[config.mk]
export PLATFORM = sky130hd
export DESIGN_NAME = id_ex_stage
export DESIGN_NICKNAME = d
export VERILOG_FILES = /design/src/rtl/id_ex_stage.sv
export SDC_FILE = /design/constraint.sdc
export NUM_CORES = 1
export LEC_CHECK = 0
export CELL_PAD_IN_SITES_DETAIL_PLACEMENT = 0
export CELL_PAD_IN_SITES_GLOBAL_PLACEMENT = 1
export CORE_UTILIZATION = 30
export CTS_CLUSTER_SIZE = 25
export DETAILED_ROUTE_END_ITERATION = 7
export PLACE_DENSITY = 0.89
export SETUP_SLACK_MARGIN = 0.3
export SLEW_MARGIN = 5
export SYNTH_ARGS = -nofsm -noshare
export SYNTH_HDL_FRONTEND = slang
export SYNTH_SLANG_ARGS = --single-unit
[constraint.sdc]
create_clock -name clk -period 4 [get_ports clk]
set_clock_uncertainty 0.05 [all_clocks]
set_input_delay 0.4 -clock clk [delete_from_list [all_inputs] [get_ports clk]]
set_output_delay 0.4 -clock clk [all_outputs]
set_load 0.02 [all_outputs]
[src/rtl/id_ex_stage.sv]
// ID/EX pipeline stage: registers the decoded instruction, resolves operand
// forwarding from EX/MEM and MEM/WB, selects register or immediate for the
// second ALU operand, and detects load-use hazards that stall decode.
module id_ex_stage #(
  parameter int width    = 32,
  parameter int regAddrW = 5
) (
  input  logic                clk,
  input  logic                reset,
  input  logic                idValid,
  input  logic [regAddrW-1:0] idRs1Addr,
  input  logic [regAddrW-1:0] idRs2Addr,
  input  logic [width-1:0]    idRs1Data,
  input  logic [width-1:0]    idRs2Data,
  input  logic [width-1:0]    idImm,
  input  logic                idAluSrc,
  input  logic [3:0]          idFunc,
  input  logic [2:0]          idAluOp,
  input  logic [regAddrW-1:0] idRd,
  input  logic                idRegWrite,
  input  logic                idMemRead,
  input  logic [regAddrW-1:0] exMemRd,
  input  logic [regAddrW-1:0] memWbRd,
  input  logic                exMemRegWrite,
  input  logic                memWbRegWrite,
  input  logic [width-1:0]    exMemResult,
  input  logic [width-1:0]    memWbResult,
  input  logic                flush,
  output logic                stallId,
  output logic [width-1:0]    dataA,
  output logic [width-1:0]    dataB,
  output logic [3:0]          func,
  output logic [2:0]          aluOp,
  output logic [regAddrW-1:0] exRd,
  output logic                exRegWrite,
  output logic                exMemRead,
  output logic                exValid,
  output logic [width-1:0]    exStoreData
);

  // All pipeline fields travel together; an all-zero value is a bubble.
  typedef struct packed {
    logic                valid;
    logic [regAddrW-1:0] rs1_addr;
    logic [regAddrW-1:0] rs2_addr;
    logic [width-1:0]    rs1_data;
    logic [width-1:0]    rs2_data;
    logic [width-1:0]    imm;
    logic                alu_src;
    logic [3:0]          func;
    logic [2:0]          alu_op;
    logic [regAddrW-1:0] rd;
    logic                reg_write;
    logic                mem_read;
  } id_ex_t;

  id_ex_t ex_d, ex_q;
  logic   rs_match;
  logic [width-1:0] fwd_a, fwd_b;

  // Load-use hazard: the load in EX cannot forward yet, so decode waits one cycle.
  // A flushed decode instruction is killed anyway and never needs the stall.
  always_comb begin
    rs_match = (ex_q.rd == idRs1Addr) || (ex_q.rd == idRs2Addr);
    stallId  = ex_q.valid && ex_q.mem_read && (ex_q.rd != '0) && idValid &&
               rs_match && !flush;
  end

  // Next-state: bubble on flush, stall or empty decode; otherwise capture decode.
  always_comb begin
    // NOTE: default assigned first so every path drives ex_d and no latch is inferred.
    ex_d = '0;
    if (!(flush || stallId || !idValid)) begin
      ex_d.valid     = 1'b1;
      ex_d.rs1_addr  = idRs1Addr;
      ex_d.rs2_addr  = idRs2Addr;
      ex_d.rs1_data  = idRs1Data;
      ex_d.rs2_data  = idRs2Data;
      ex_d.imm       = idImm;
      ex_d.alu_src   = idAluSrc;
      ex_d.func      = idFunc;
      ex_d.alu_op    = idAluOp;
      ex_d.rd        = idRd;
      ex_d.reg_write = idRegWrite;
      ex_d.mem_read  = idMemRead;
    end
  end

  // Pipeline register with synchronous reset to an all-zero bubble.
  always_ff @(posedge clk) begin
    // NOTE: non-blocking assignment keeps the register update order-independent.
    if (reset) ex_q <= '0;
    else       ex_q <= ex_d;
  end

  // Operand forwarding: EX/MEM beats MEM/WB, and x0 is never forwarded.
  function automatic logic [width-1:0] forward(input logic [regAddrW-1:0] addr,
                                               input logic [width-1:0]    reg_data);
    if (exMemRegWrite && (exMemRd != '0) && (exMemRd == addr))
      return exMemResult;
    else if (memWbRegWrite && (memWbRd != '0) && (memWbRd == addr))
      return memWbResult;
    else
      return reg_data;
  endfunction

  // ALU operands and store data, combinational from the register and forwarding inputs.
  always_comb begin
    fwd_a       = forward(ex_q.rs1_addr, ex_q.rs1_data);
    fwd_b       = forward(ex_q.rs2_addr, ex_q.rs2_data);
    dataA       = fwd_a;
    dataB       = ex_q.alu_src ? ex_q.imm : fwd_b;
    exStoreData = fwd_b;
  end

  assign func       = ex_q.func;
  assign aluOp      = ex_q.alu_op;
  assign exRd       = ex_q.rd;
  assign exRegWrite = ex_q.reg_write;
  assign exMemRead  = ex_q.mem_read;
  assign exValid    = ex_q.valid;

endmodule

==> results of run 1 <==
[worst min path at each step]
| stage | from | end | slack (ps) | cells after the start |
|---|---|---|---|---|
| after floorplan | idAluOp[0] | aluOp[0] | 470 | 1 |
| after global placement | idAluSrc | ex_q[14] | 910 | 2 |
| after detailed placement | idImm[6] | ex_q[21] | 920 | 2 |
| after CTS | idRs1Data[21] | ex_q[100] | 480 | 2 |
| after global routing | idAluSrc | ex_q[14] | 490 | 2 |
| final | idImm[6] | ex_q[21] | 500 | 2 |
[cell usage in the layout (no fill, tap or decap), types with 3 or more instances in the layout]
cell type        count
inv_1               32
and2_1             121
or3_1               31
clkbuf_16           17
nand3_1              4
mux2i_1             32
dfxtp_1            121
a21oi_1             33
buf_4                7
mux2_2              30
nand2_1              6
nor3_1              33
nor2_1              40
a31oi_1             30
xnor2_1             27
nand4_1              3
clkbuf_8             3
bufinv_16            4
clkbuf_1             4
o21ai_0             32
buf_12               6
xor2_1               3
clkinv_2             4
clkdlybuf4s50_1    311
[metrics by stage]
step	hold WS, ps	cells	power [W]
2_1_floorplan	472	653	0.00149
3_3_place_gp	909	1151	0.00185
3_5_place_dp	918	1151	0.00185
4_1_cts	476	1183	0.00351
5_1_grt	487	1183	0.00360
6_report	497	1184	0.00346
[critical path: stages]
cell and delay, ps:
clkdlybuf4s50_1 470, or4_1 620, o211ai_4 230, buf_12 240
nor3_1 80, a31oi_1 280, mux2_2 210, clkdlybuf4s50_1 610
[repair_timing]
item | CTS | global route
endpoints found under the setup margin | 0 | 2
gates resized for setup | 0 | 2
hold buffers | 0 | 0
[state kept, by name, summed over array words and instances (netlist names)]
signal / flops
ex_q: 107
exRegWrite: 1
func: 4
aluOp: 3
exRd: 5
exValid: 1
exMemRead: 1
[power by group through the flow]
stage / sequential (W) / combinational (W) / clock [W]
floorplan: 0.00128 / 0.000210 / 0
global placement: 0.00129 / 0.000560 / 0
detailed placement: 0.00129 / 0.000562 / 0
CTS: 0.00126 / 0.000565 / 0.00168
global route: 0.00127 / 0.000596 / 0.00174
finish: 0.00126 / 0.000559 / 0.00164
[layer usage]
layer | track usage (%) | vias up | wire length [microns]
met5 | 0 | - | 0
met2 | 37.6 | 235 | 9940
met4 | 6.88 | 0 | 361
li1 | - | 2747 | -
met1 | 22.9 | 2525 | 8320
met3 | 5.68 | 22 | 1430
[area by class of cell]
cell class | count | area, sq um | share of cell area [%]
Timing Repair Buffer | 325 | 3300 | 34.1
Tap cell | 234 | 293 | 3.02
Inverter | 32 | 120 | 1.24
Multi-Input combinational cell | 438 | 2900 | 30.0
Clock buffer | 24 | 482 | 4.97
Clock inverter | 8 | 140 | 1.45
Antenna cell | 1 | 2.50 | 0.0258
Sequential cell | 122 | 2440 | 25.2
[kinds of logic (layout without fill, tap and decap cells)]
logic type | count (synthesis) | after routing | share of synthesized area (%)
other cells | 0 | 1 | 0
simple gates | 241 | 241 | 23.6
mux | 63 | 63 | 11.7
flops | 122 | 122 | 42.6
xor+xnor | 30 | 30 | 4.59
compound gates | 104 | 104 | 10.2
buf+inv | 93 | 389 | 7.28
[cells in the mapped netlist, types with 6 or more instances]
cell / number
buf_1: 7
xnor2_1: 27
buf_4: 14
and2_1: 121
a31oi_1: 31
dfxtp_1: 122
inv_1: 32
mux2_2: 30
or3_1: 31
o21ai_0: 32
mux2i_1: 32
nand2_1: 6
clkbuf_1: 33
nor3_1: 33
buf_2: 6
a21oi_1: 34
nor2_1: 40
==> impl_results.md, run 1 <==
- Number of synthesized flops with an enable pin: 0
- Post-synth ARST share: 0%
- CP Capture Point: dataB[9]
- Fin worst setup slack: 399 ps
- Post-route design area: 9680 sq um
- Final Max Tran Viols: 0
- Htree depth: 4
- Number of global-route vias before repair: 5513
- Relative slew slack: 32.9%
- First-pass GRT wire length: 30.7 mm
- Ys flop type: dfxtp_1
- Worst r2r dst: ex_q[16]
- Via-to-Cell Ratio: 4.67
- Arrival @ worst endpoint: 3150 ps
- Clk network pwr share: 47.4%
- Yosys cell types: 31
- Tcrit/Tclk final: 90.0%
- Crit path kind: in2out
- Largest cells by area after synthesis: dfxtp_1 43%, and2_1 13%, mux2_2 5.9%
- R2R depth: 6
- R2R setup slack: 2150 ps
- Slew @ Worst Pin: 1010 ps
- CP Capture Type: output port
- Clk buf depth: 2
- GRT Total Usage: 20.6%
- Final net count: 1137
- Core ar.: 18700 sq um
- Synth top area share: 42.6%
- WL/cell: 16.9 microns
- Port bufs: 312
- Router iterations before antenna repair: 5
- Setup Fix Bufs, Post-CTS: 0
- I/O pins: 313
- Global route overflow: 0
- Worst-Skew Late Latency: 410 ps
- Required @ worst endpoint: 3550 ps
- # rows: 50
- Yosys warning total: 0
- Crit path launch: exMemRd[1]
- Drt total wl: 20.1 mm
- Sw Ratio: 23.0%
- Chip Height: 140 microns
- Worst Path Max Fanout: 32
- Initial Utilization: 30.6%
- Die X: 140 microns
- Flop pwr share: 36.5%
- Final setup viols: 0
- Seq/Total Area, Yosys: 42.6%
- Int Power: 0.00267 W
- Syn Nets: 854
- Unrepaired setup endpoints after global routing: no
- CTS Buf Count: 17
- Root Driver: clkbuf_16
- Dpl ws: 330 ps
- Psw: 0.000795 W
- Die area: 19600 sq um
- Average cell area after synthesis: 8.77 sq um
- Fill cell count: 1762
- Post-layout min period: 3600 ps
- Drt drc: 0
- Peak supply drop: 267 uV
- Util after Layout: 51.8%
- Largest net degree at the start of global routing: 75
- Status: finished clean
- Yosys reg bits: 122
- Clock transition at the registers of the reported paths: 50 ps
- Pleak: 3.69 nW
- RD Place Congestion: 0.833
- Synthesized cell area: 5730 sq um
- Power per cell area: 358 nW/um^2
- Fmax: 278 MHz
- Clock sinks: 122
- FF-to-FF Start: exRd[4]
- Layout cells sized above 1: 8.22%
- Setup TNS: 0 ps
- Vias: 5529
- Area grow syn2layout: 69.1%
- Antenna-violating nets left: 0
- Initial antenna violation count: 1
- 1st-iter DRT viols: 169
- Max cap viols: 0
- Post-Syn Instances: 653
- Power share of the combinational group: 16.1%
- Startpoint Class: input pin
- Final hold vios: 0
- Hpwl dp: 14.5 mm
- DP Area: 9050 sq um
- Worst hold path type: in2reg
- CTS tree: built
- Biggest area consumer among synthesized cells: dfxtp_1
Note: power is estimated with default switching activity, not from simulation.
==> run 2: changes to the inputs <==
--- a/config.mk
+++ b/config.mk
@@ -13,2 +13,3 @@
 export PLACE_DENSITY = 0.89
+export REMOVE_ABC_BUFFERS = 1
 export SETUP_SLACK_MARGIN = 0.3
--- a/constraint.sdc
+++ b/constraint.sdc
@@ -4,2 +4,2 @@
 set_output_delay 0.4 -clock clk [all_outputs]
-set_load 0.02 [all_outputs]
+set_load 0.05 [all_outputs]
==> impl_results.md, run 2 (synthesis gave the netlist of run 1 again) <==
- CP Capture Type: output port
- Chip Height: 140 microns
- Worst-Skew Late Latency: 410 ps
- Drt total wl: 19.3 mm
- Setup Fix Bufs, Post-CTS: 0
- Power share of the combinational group: 18.5%
- Port bufs: 312
- Root Driver: clkbuf_16
- Power per cell area: 376 nW/um^2
- Worst hold path type: in2reg
- # diodes: 0
- Hpwl dp: 13.9 mm
- Pleak: 3.89 nW
- Startpoint Class: input pin
- Tcrit/Tclk final: 85.8%
- 1st-iter DRT viols: 166
- Relative slew slack: 35.7%
- Largest net degree at the start of global routing: 88
- Clock transition at the registers of the reported paths: 50 ps
- Status: finished clean
- Util after Layout: 51.6%
- Post-CTS resize count: 0
- Clk network pwr share: 46.7%
- Unrepaired setup endpoints after global routing: no
- Leading cell type in the layout, fill and taps excluded: clkdlybuf4s50_1
- Max reg flops: 107
- Number of global-route vias before repair: 5402
- Layout cells sized above 1: 18.5%
- Slowest-stage cell, CP: clkdlybuf4s50_1
- Int Power: 0.00271 W
- Arrival @ worst endpoint: 2980 ps
- CTS Buf Count: 17
- Post-layout min period: 3430 ps
- # rows: 50
- CTS Hold Bufs: 0
- Hold depth: 2
- CP max stage delay: 570 ps
- Clk buf depth: 2
- Max cap viols: 0
- Psw: 0.000923 W
- Hold WS: 496 ps
- Die area: 19600 sq um
- R2R setup slack: 2060 ps
- R2R depth: 6
- Sw Ratio: 25.4%
- DP Area: 9010 sq um
- I/O pins: 313
- Drt drc: 0
- Core ar.: 18700 sq um
- GRT Total Usage: 19.7%
- Router iterations before antenna repair: 4
- Post-route design area: 9660 sq um
- WL/cell: 16.4 microns
- Most frequent cells in the layout: 216 x clkdlybuf4s50_1, 121 x and2_1, 121 x dfxtp_1
- Area grow syn2layout: 68.6%
- Vias: 5468
- Flop pwr share: 34.8%
- Via-to-Cell Ratio: 4.63
- Slew @ Worst Pin: 965 ps
- RD Place Congestion: 0.837
- Reg with most FFs: ex_q
- Fill cell count: 1737
- Worst Path Max Fanout: 36
- Crit path kind: in2out
- Setup TNS: 0 ps
- Initial Utilization: 30.6%
- Flip-flop and latch area: 2440 sq um
- Antenna-violating nets left: 0
- First-pass GRT wire length: 29.3 mm
- Required @ worst endpoint: 3550 ps
- Peak supply drop: 331 uV
- Global route overflow: 0
- Final net count: 1135
- Area of the multi-input gates: 2900 sq um
- CTS tree: built
- Final Max Tran Viols: 0
- Final setup viols: 0
- Ordered list of cells on the worst path: clkdlybuf4s50_1, nor3_1, a211o_2, buf_12, or3_1, a31oi_1, mux2_2, buf_4
- Fmax: 292 MHz
- Initial antenna violation count: 0
- Clock sinks: 122
- Htree depth: 4
- Final hold vios: 0
- Die X: 140 microns
==> run 2: changes by cell type in the layout (fill, tap and decap cells not counted), sizes merged <==
cell,before,now
buf,13,107
bufinv,4,5
clkbuf,24,19
clkdlybuf4s50,311,216
clkinvlp,0,3
diode,1,0
dlymetal6s2s,1,0
==> run 2: worst max-delay path: cells and delay by family <==
kind                   cells  cell delay, ps
buffers and inverters      3            1010
AOI/OAI and AO/OA          2             880
and+or+nand+nor            2             430
muxes                      1             220
==> run 2: path summary, 6_finish.rpt <==
| path | from | endpoint |
|---|---|---|
| max | memWbRd[4] | dataB[10] |
| max reg2reg | exRd[1] | ex_q[102] |
| min | idAluSrc | ex_q[14] |
| min reg2reg | exMemRead | exValid |
==> run 2: area by class of cell <==
class	count	share of cell area [%]
clock buffers	19	4.69
clock inverters	12	2.03
inverters	32	1.24
multi-input cells	438	30.0
flip-flops and latches	122	25.3
well taps	234	3.03
repair buffers	323	33.7
==> run 2: per-stage QoR <==
| step | setup WS, ps | cells | power, W |
|---|---|---|---|
| after global routing | 374 | 1180 | 0.00377 |
| after CTS | 563 | 1180 | 0.00368 |
| after global placement | 633 | 1149 | 0.00196 |
| after floorplan | -206 | 592 | 0.00159 |
| after detailed placement | 586 | 1149 | 0.00197 |
| final | 570 | 1180 | 0.00363 |
==> run 2: power groups by stage <==
stage                     Combinational (W)  Clock [W]  Sequential (W)
after floorplan                    0.000295          0         0.00130
after global placement             0.000671          0         0.00129
after detailed placement           0.000676          0         0.00129
after CTS                          0.000679    0.00174         0.00126
after global routing               0.000712    0.00179         0.00127
final                              0.000673    0.00170         0.00126
==> run 2: layer usage <==
metal / wire [microns] / global-route usage [%] / part of all wire (%)
met1: 7810 / 21.4 / 40
met2: 9710 / 35.7 / 50
met3: 1510 / 6.91 / 7.8
met4: 268 / 5.84 / 1.4
met5: 0 / 0 / 0
